<file path="src/rtl/seven_seg_pkg.sv">
// ============================================================================
// seven_seg_pkg : shared types, constants and anode helper for the scan ctrl
// Rev 1.0
// ============================================================================
`default_nettype none

package seven_seg_pkg;

  localparam logic [6:0] SEG_BLANK  = 7'h7F;
  localparam int         MAX_DIGITS = 8;

  typedef logic [6:0] seg_t;
  typedef logic [3:0] bcd_t;

  // One-hot-cold (active-low) anode vector for a digit index
  function automatic logic [MAX_DIGITS-1:0] anode_sel(input logic [2:0] idx);
    return ~(MAX_DIGITS'(1) << idx);
  endfunction

endpackage

`default_nettype wire

</file>
<file path="src/rtl/BCD_to_sevenSeg.sv">
// ============================================================================
// BCD_to_sevenSeg : combinational hex-to-seven-segment decoder, active-low
// Rev 1.0
// ============================================================================
`default_nettype none

module BCD_to_sevenSeg
  import seven_seg_pkg::*;
(
  input  bcd_t bcd,
  output seg_t seg
);

  // Pattern order is {g,f,e,d,c,b,a}, a lit segment drives 0
  always_comb begin
    seg = SEG_BLANK;
    case (bcd)
      4'h0: seg = 7'h40;
      4'h1: seg = 7'h79;
      4'h2: seg = 7'h24;
      4'h3: seg = 7'h30;
      4'h4: seg = 7'h19;
      4'h5: seg = 7'h12;
      4'h6: seg = 7'h02;
      4'h7: seg = 7'h78;
      4'h8: seg = 7'h00;
      4'h9: seg = 7'h10;
      4'hA: seg = 7'h08;
      4'hB: seg = 7'h03;
      4'hC: seg = 7'h46;
      4'hD: seg = 7'h21;
      4'hE: seg = 7'h06;
      4'hF: seg = 7'h0E;
      default: seg = SEG_BLANK;
    endcase
  end

endmodule

`default_nettype wire

</file>
<file path="src/rtl/seven_seg_scan_ctrl.sv">
// ============================================================================
// seven_seg_scan_ctrl : N-digit multiplexed seven-segment scanner with a
// double-buffered digit register. Optional SEVEN_SEG_LEADING_ZERO_BLANK_EN.
// Rev 1.0
// ============================================================================
`default_nettype none

module seven_seg_scan_ctrl
  import seven_seg_pkg::*;
#(
  parameter int N_DIGITS    = 8,
  parameter int REFRESH_DIV = 100000
) (
  input  logic                  clk,
  input  logic                  reset,
  input  logic                  enable,
  input  logic                  load,
  input  logic [4*N_DIGITS-1:0] bcd_in,
  output logic                  ready,
  output logic [N_DIGITS-1:0]   anodes,
  output logic [6:0]            segments,
  output logic                  frame_done
);

  localparam int IDX_W = $clog2(N_DIGITS);
  localparam int CNT_W = $clog2(REFRESH_DIV);
  localparam logic [IDX_W-1:0] LAST_IDX = IDX_W'(N_DIGITS - 1);
  localparam logic [CNT_W-1:0] LAST_CNT = CNT_W'(REFRESH_DIV - 1);

  logic [CNT_W-1:0]      r_div_cnt;
  logic [IDX_W-1:0]      r_idx;
  logic [4*N_DIGITS-1:0] r_active_buf;
  logic [4*N_DIGITS-1:0] r_pending_buf;
  logic                  r_pending_flag;

  logic                  w_tick;
  logic                  w_wrap;
  logic                  w_accept;
  bcd_t                  w_digit;
  seg_t                  w_dec_seg;
  seg_t                  w_seg_next;
  logic                  w_lz_blank;
  logic [MAX_DIGITS-1:0] w_anode_full;
  logic [N_DIGITS-1:0]   w_anode_next;
  logic                  w_unused_anode;

  assign w_tick   = enable && (r_div_cnt == LAST_CNT);
  assign w_wrap   = w_tick && (r_idx == LAST_IDX);
  assign w_accept = load && !r_pending_flag;
  assign ready    = !r_pending_flag;

  assign w_digit        = r_active_buf[{r_idx, 2'b00} +: 4];
  assign w_anode_full   = anode_sel(3'(r_idx));
  assign w_anode_next   = w_anode_full[N_DIGITS-1:0];
  assign w_unused_anode = &w_anode_full;

  BCD_to_sevenSeg u_dec (
    .bcd (w_digit),
    .seg (w_dec_seg)
  );

`ifdef SEVEN_SEG_LEADING_ZERO_BLANK_EN
  logic [N_DIGITS-1:0] w_lz_mask;

  // A digit is a leading zero when it and every digit above it are zero
  always_comb begin
    logic all_zero;
    all_zero  = 1'b1;
    w_lz_mask = '0;
    for (int i = N_DIGITS - 1; i >= 1; i--) begin
      all_zero     = all_zero && (r_active_buf[4*i +: 4] == 4'd0);
      w_lz_mask[i] = all_zero;
    end
  end

  assign w_lz_blank = w_lz_mask[r_idx];
`else
  assign w_lz_blank = 1'b0;
`endif

  assign w_seg_next = ((w_digit > 4'd9) || w_lz_blank) ? SEG_BLANK : w_dec_seg;

  always_ff @(posedge clk) begin
    if (reset) begin
      r_div_cnt      <= '0;
      r_idx          <= '0;
      r_active_buf   <= '0;
      r_pending_buf  <= '0;
      r_pending_flag <= 1'b0;
      anodes         <= '1;
      segments       <= SEG_BLANK;
      frame_done     <= 1'b0;
    end else begin
      frame_done <= w_wrap;

      if (enable) begin
        anodes   <= w_anode_next;
        segments <= w_seg_next;
        if (w_tick) begin
          r_div_cnt <= '0;
          r_idx     <= (r_idx == LAST_IDX) ? '0 : r_idx + 1'b1;
        end else begin
          r_div_cnt <= r_div_cnt + 1'b1;
        end
      end else begin
        anodes   <= '1;
        segments <= SEG_BLANK;
      end

      // Commit only at the frame boundary so a frame never mixes two values
      if (w_wrap && r_pending_flag) begin
        r_active_buf   <= r_pending_buf;
        r_pending_flag <= 1'b0;
      end else if (w_accept) begin
        r_pending_buf  <= bcd_in;
        r_pending_flag <= 1'b1;
      end
    end
  end

endmodule

`default_nettype wire

</file>
<file path="config.mk">
export PLATFORM = sky130hd
export DESIGN_NAME = seven_seg_scan_ctrl
export DESIGN_NICKNAME = d
export VERILOG_FILES = /design/src/rtl/seven_seg_pkg.sv /design/src/rtl/BCD_to_sevenSeg.sv /design/src/rtl/seven_seg_scan_ctrl.sv
export SDC_FILE = /design/constraint.sdc
export NUM_CORES = 1
export LEC_CHECK = 0
export CORE_ASPECT_RATIO = 0.5
export CORE_UTILIZATION = 55
export CTS_CLUSTER_SIZE = 40
export DETAILED_ROUTE_END_ITERATION = 7
export PLACE_DENSITY_LB_ADDON = 0.25
export SLEW_MARGIN = 20
export SYNTH_ARGS = -nofsm -noshare
export SYNTH_HDL_FRONTEND = slang
export SYNTH_SLANG_ARGS = --single-unit
</file>
<file path="constraint.sdc">
create_clock -name clk -period 3.7 [get_ports clk]
set_input_delay 1.11 -clock clk [delete_from_list [all_inputs] [get_ports clk]]
set_output_delay 1.11 -clock clk [all_outputs]
set_load 0.05 [all_outputs]
</file>
==> results of run 1 <==
[power groups by stage]
stage                     registers (mW)  logic [mW]  clock network [mW]
final                               1.13       0.136               0.901
after CTS                           1.13       0.137               0.919
after floorplan                     1.16      0.0645                   0
after global routing                1.13       0.150               0.967
after global placement              1.15       0.134                   0
after detailed placement            1.15       0.135                   0
[tightest hold or removal path, cell delays in order, from the launching register on]
cell     delay (ps)
dfxtp_1         310
nand2_1          50
a21oi_1          50
[area by class of cell]
class | instances | area (sq um)
sequential | 101 | 2022
multi-input combinational | 310 | 1974
clock buffer | 14 | 274.0
fill | 621 | 2330
inverter | 8 | 30.03
timing repair buffer | 61 | 583.1
tap | 96 | 120.1
clock inverter | 2 | 16.27
[flip-flops by register name, indices dropped and copies added (netlist names)]
| signal | cells |
|---|---|
| r_active_buf | 32 |
| r_pending_buf | 32 |
| r_div_cnt | 17 |
| anodes | 8 |
| segments | 7 |
| r_idx | 3 |
| frame_done | 1 |
| r_pending_flag | 1 |
[worst max path at each step]
stage,depth (start not counted),end,from,slack [ps]
after floorplan,6,r_idx[1]$_SDFFE_PP0P_,enable,1040
after global placement,6,r_idx[1]$_SDFFE_PP0P_,enable,580
after global routing,6,r_idx[1]$_SDFFE_PP0P_,enable,610
final,6,r_idx[1]$_SDFFE_PP0P_,enable,800
after detailed placement,6,r_idx[1]$_SDFFE_PP0P_,enable,460
after CTS,6,r_idx[1]$_SDFFE_PP0P_,enable,820
[routing by layer]
layer  GRT usage [%]  vias up
met5               0        -
met1           29.00     1390
li1                -     1598
met2           33.52       45
met3           7.307       11
met4           7.012        0
[cells by family after synthesis]
family,share of synthesized area [%]
multiplexers,13.67
buffers and inverters,4.517
XOR/XNOR,2.932
AND/OR/NAND/NOR,19.65
adder cells (fa/ha/maj),3.889
AO/OA/AOI/OAI,7.000
flip-flops,48.34
[cells in the final DEF, fill, tap and decap left out, types with 2 or more instances in the layout]
| cell | count |
|---|---|
| a211oi_1 | 2 |
| a21oi_1 | 41 |
| and2_1 | 2 |
| buf_4 | 9 |
| clkbuf_1 | 2 |
| clkbuf_16 | 9 |
| clkbuf_8 | 3 |
| clkdlybuf4s50_1 | 51 |
| dfxtp_1 | 101 |
| ha_1 | 13 |
| inv_1 | 8 |
| mux2i_1 | 38 |
| mux4_2 | 8 |
| nand2_1 | 82 |
| nand2b_1 | 4 |
| nand3_1 | 14 |
| nand4_1 | 4 |
| nor2_1 | 57 |
| nor3_1 | 3 |
| nor4_1 | 2 |
| o21ai_0 | 5 |
| or3_1 | 2 |
| or4b_4 | 2 |
| xnor2_1 | 5 |
| xor2_1 | 9 |
[metrics by stage]
step	total power [mW]	area, sq um
after floorplan	1.228	4183
after global placement	1.287	4730
after detailed placement	1.288	4730
after CTS	2.184	5020
after global routing	2.248	5020
final	2.165	5020
==> impl_metrics.json, run 1 <==
{
  "outcome": "finished, final reports clean",
  "num_vias": 3044,
  "min_delay_path_class": "flip-flop to flip-flop",
  "routed-wl-met2_um": 3355,
  "postSynthNetCount": 493,
  "worstPathMaxFanout": 8,
  "grt_antenna_before_repair": 0,
  "holdPathStages": 2,
  "final_period_demand_of_the_worst_path_ps": 2897,
  "htree_levels": 3,
  "synth_area_sq_um": 4183,
  "port_buffers": 52,
  "power.switching_mw": 0.4765,
  "post-synth-top-area-fraction_pct": 48.34,
  "timing.reg2reg.setup_slack_ps": 900,
  "finalWirelength_um": 7850,
  "area_delta_synth_final_pct": 20.01,
  "post_detailed_placement_half_perimeter_wirelength_um": 5243,
  "combinationalPowerShare_pct": 6.3,
  "post_cts_setup_buffer_count": 0,
  "tritoncts": "yes",
  "dr.pass1.iters": 6,
  "cellPowerDensity_nw_per_um2": 431.3,
  "final_core_utilization_pct": 68.30,
  "rows": 22,
  "finalHoldViolCount": 0,
  "critPathKind": "input pin to flip-flop",
  "drv_cap": 0,
  "worstHoldEndpoint": "r_pending_buf[8]$_SDFFE_PP0P_",
  "track_usage_pct": 21.84,
  "final_min_period_over_clock_period_pct": 78.30,
  "synth-seq-area-share_pct": 48.34,
  "chipWidth_um": 125.3,
  "die-height_um": 63.67,
  "nNetsFinal": 540,
  "reg2reg_from": "r_idx[2]$_SDFFE_PP0P_",
  "largest_vdd_supply_drop_mv": 0.2476,
  "postSynthAreaPerCell_sq_um": 9.421,
  "initial_core_util_pct": 56.91,
  "via_per_inst": 5.142,
  "post-synth-top-area-cell": "dfxtp_1",
  "clk_pin_slew_ps": 60,
  "grt_first_pass_wirelength_um": 13570,
  "num_io_pins": 53,
  "internal_power_mw": 1.689,
  "rsz_0062_raised_after_global_routing": "false",
  "maxClockFrequency_mhz": 345.2,
  "maxSlewHeadroom_pct": 49.70,
  "crit_chain": "clkdlybuf4s50_1, nand3_1, nor2_1, nand3b_1, or3b_2, a21oi_1",
  "total_buffers_and_inverters_traversed_by_the_critical_path": 1,
  "post_cts_resized": 0,
  "top_post_synthesis_cells_by_area": "dfxtp_1, mux2i_1, nand2_1",
  "antennaDiodeCount": 0,
  "yosys_warnings": 0,
  "placement.setup.worst_slack_ps": 464.6,
  "cp_data_required_time_ps": 3980,
  "route.detailed.wl_per_inst_um": 13.26,
  "top_layer": "met4",
  "power_leakage_nw": 2.139,
  "sequentialPowerShare_pct": 52.1,
  "gr-total-overflow": 0,
  "timing.critical_path.slowest_cell_delay_ps": 510,
  "postSynth.asyncResetShare_pct": 0,
  "share_of_post_route_cells_with_drive_strength_above_1_pct": 8.266,
  "vias_in_the_first_global_route": 2910,
  "grt_max_degree": 63,
  "yosysMostFrequentCell": "dfxtp_1",
  "fp.dieArea_sq_um": 7979,
  "worst-slew-pin-transition_ps": 747.5,
  "fin_worst_hold_slack_ps": 456.4,
  "final-setup-viol-count": 0,
  "detail-route-antenna-nets": 0,
  "numPlacedInstances": 576,
  "gp_congestion": 0.7812,
  "worst_slack_ps": 802.7,
  "cts.sinks": 101,
  "timing.critical_path.slowest_stage_cell": "or3b_2",
  "met1Wirelength_um": 4093,
  "reg2reg_depth": 6,
  "clock_insertion_delay_worst_skew_ps": 340,
  "number_of_register_bits_inferred_by_synthesis": 101,
  "hold_bufs_at_cts": 0,
  "clock_power_share_pct": 41.6,
  "synth.distinct_cells": 42,
  "switching_share_pct": 22.01,
  "post-route-drc-count": 0,
  "setup_tns_ps": 0,
  "synth-edff-count": 0,
  "synth_flop_cell": "dfxtp_1",
  "root_buffer": "clkbuf_16",
  "post_synth_most_frequent_cells": "dfxtp_1, nand2_1, nor2_1",
  "postSynthCellCount": 444,
  "finalClockSkew_ps": 8.858,
  "first_iteration_detailed_routing_drc_count": 186,
  "r2r_end": "segments[2]$_SDFF_PP1_",
  "setup.worst_path.end_class": "flip-flop",
  "holdCritStartpoint": "r_pending_buf[8]$_SDFFE_PP0P_",
  "cp-start-kind": "input pin",
  "timing.critical_path.arrival_ps": 3170,
  "critical-path-top-delay-family": "simple AND/OR/NAND/NOR gates",
  "route.met3.wl_um": 307,
  "cts_max_path_buffers": 2,
  "final-instance-count-excl-fill": 592,
  "timing_max_transition_violations_final": 0,
  "clock_buffers_created_by_tritoncts": 9,
  "core_area_sq_um": 7350
}
Power figures use the tool's default switching activity.
==> inputs of run 2 (changes only) <==
Clock period 3.7 ns to 2.8 ns, I/O delays scaled along.
==> run 2 against run 1 <==
The run now ends with DRC left; wire length rose by 2.5%; clock-buffer cell count fell by 2; via count rose by 1.7%; design area rose by 1.4%; sequential share of layout area fell by 0.54 points; total power rose by 33%; sequential cell count did not move; die area did not move; sequential power rose by 32%; non-clock buffer count rose by 7; hold slack got worse by 1.9 ps; register-to-register slack got worse by 620 ps; critical endpoint is now segments[2]$_SDFF_PP1_; largest power group unchanged.
==> impl_metrics.json, run 2 (synthesized netlist as in run 1, its figures left out) <==
{
  "outcome": "complete, but fails checks",
  "cts_max_path_buffers": 2,
  "finalHoldViolCount": 0,
  "fp.dieArea_sq_um": 7979,
  "die-height_um": 63.67,
  "timing.critical_path.slowest_stage_cell": "mux2i_1",
  "cts.sinks": 101,
  "port_buffers": 52,
  "layout_common_cells": "dfxtp_1, nand2_1, nor2_1",
  "final_design_area_no_fill_sq_um": 5089,
  "timing.reg2reg.setup_slack_ps": 280,
  "htree_levels": 3,
  "placement.setup.worst_slack_ps": 163.8,
  "final_min_period_over_clock_period_pct": 90.14,
  "worst_slack_ps": 276.0,
  "min_delay_path_class": "flip-flop to flip-flop",
  "finalClockSkew_ps": 6.741,
  "layout_commonest_cell": "dfxtp_1",
  "reg2reg_depth": 7,
  "final-setup-viol-count": 0,
  "dr.pass1.iters": 6,
  "timing.critical_path.arrival_ps": 2710,
  "grt_first_pass_wirelength_um": 13700,
  "largest_vdd_supply_drop_mv": 0.3367,
  "final_core_utilization_pct": 69.24,
  "timing_max_transition_violations_final": 0,
  "nNetsFinal": 547,
  "holdPathStages": 2,
  "placement.cell_area_sq_um": 4795,
  "worst-slew-pin-transition_ps": 628.2,
  "clock_insertion_delay_worst_skew_ps": 350,
  "clock_buffers_created_by_tritoncts": 9,
  "hold_bufs_at_cts": 0,
  "root_buffer": "clkbuf_16",
  "cp-start-kind": "flip-flop",
  "post_cts_setup_buffer_count": 0,
  "num_vias": 3097,
  "timing.critical_path.slowest_cell_delay_ps": 400,
  "gp_congestion": 0.8499,
  "rsz_0062_raised_after_global_routing": "false",
  "antennaDiodeCount": 0,
  "vias_in_the_first_global_route": 2933,
  "failed_checks": "DRC",
  "holdCritStartpoint": "r_pending_buf[19]$_SDFFE_PP0P_",
  "final_period_demand_of_the_worst_path_ps": 2524,
  "track_usage_pct": 22.26,
  "via_per_inst": 5.170,
  "num_io_pins": 53,
  "share_of_post_route_cells_with_drive_strength_above_1_pct": 9.543,
  "cellPowerDensity_nw_per_um2": 567.9,
  "fillCellCount": 594,
  "power_leakage_nw": 2.182,
  "critPathKind": "flip-flop to flip-flop",
  "area_delta_synth_final_pct": 21.66,
  "cp_data_required_time_ps": 2990,
  "route.detailed.wl_per_inst_um": 13.43,
  "gr-total-overflow": 0,
  "detail-route-antenna-nets": 0,
  "first_iteration_detailed_routing_drc_count": 177,
  "maxClockFrequency_mhz": 396.2,
  "worstHoldEndpoint": "r_pending_buf[19]$_SDFFE_PP0P_",
  "grt_antenna_before_repair": 0,
  "tritoncts": "yes",
  "post_detailed_placement_half_perimeter_wirelength_um": 5487,
  "chipWidth_um": 125.3,
  "initial_core_util_pct": 56.91,
  "grt_max_degree": 48,
  "clk_pin_slew_ps": 60,
  "post_cts_resized": 0,
  "worstPathMaxFanout": 11,
  "reg2reg_from": "r_idx[1]$_SDFFE_PP0P_",
  "largestRegisters": "r_active_buf (32), r_pending_buf (32), r_div_cnt (17)",
  "core_area_sq_um": 7350,
  "final-instance-count-excl-fill": 599,
  "setup_tns_ps": 0,
  "finalWirelength_um": 8046,
  "maxSlewHeadroom_pct": 57.73,
  "r2r_end": "segments[2]$_SDFF_PP1_",
  "crit_chain": "buf_4, mux4_2, mux2i_1, ha_1, o21ai_0, a21oi_1, o311ai_0",
  "drv_cap": 0,
  "numPlacedInstances": 583,
  "rows": 22,
  "setup.worst_path.end_class": "flip-flop",
  "post-route-drc-count": 3
}
[run 2: final cells by class]
| cell class | count | area (sq um) | share of cell area (%) |
|---|---|---|---|
| Tap cell | 96 | 120.1 | 2.360 |
| Timing Repair Buffer | 68 | 648.1 | 12.74 |
| Sequential cell | 101 | 2022 | 39.73 |
| Clock buffer | 12 | 246.5 | 4.844 |
| Clock inverter | 4 | 47.55 | 0.9343 |
| Inverter | 8 | 30.03 | 0.5901 |
| Multi-Input combinational cell | 310 | 1974 | 38.80 |
[run 2: power breakdown]
group          leakage, nW  internal, mW  total, mW  switching, mW
clock                0.143         0.714       1.22          0.504
sequential           0.821          1.47       1.49         0.0206
combinational         1.22        0.0834      0.180         0.0965
total                 2.18          2.27       2.89          0.621
[run 2: metrics by stage]
stage	power (mW)	hold slack, ps
final	2.890	454.5
after global routing	3.002	475.3
after CTS	2.923	455.5
after detailed placement	1.704	447.0
after global placement	1.703	444.4
after floorplan	1.622	435.7
[run 2: worst max-delay path by stage]
stage	to	from	slack, ps
6_report	segments[2]$_SDFF_PP1_	r_idx[1]$_SDFFE_PP0P_	280
5_1_grt	segments[2]$_SDFF_PP1_	r_idx[1]$_SDFFE_PP0P_	120
4_1_cts	segments[2]$_SDFF_PP1_	r_idx[1]$_SDFFE_PP0P_	260
3_5_place_dp	r_idx[0]$_SDFFE_PP0P_	enable	160
3_3_place_gp	r_div_cnt[16]$_SDFFE_PP0P_	enable	240
2_1_floorplan	segments[2]$_SDFF_PP1_	r_idx[0]$_SDFFE_PP0P_	410
[run 2: worst max-delay path: cells and delay by family, from the launching register on]
kind	cells	cell delay [ps]
fa+ha+maj	1	350
buf+inv	1	230
compound gates	3	710
flops	1	360
mux	2	710
[run 2: per-layer routing]
| metal | wire length, um | track usage, % | vias to the layer above |
|---|---|---|---|
| met2 | 3392 | 32.89 | 51 |
| li1 | - | - | 1603 |
| met3 | 430 | 9.516 | 14 |
| met4 | 128 | 7.165 | 0 |
| met5 | 0 | 0 | - |
| met1 | 4095 | 29.23 | 1429 |
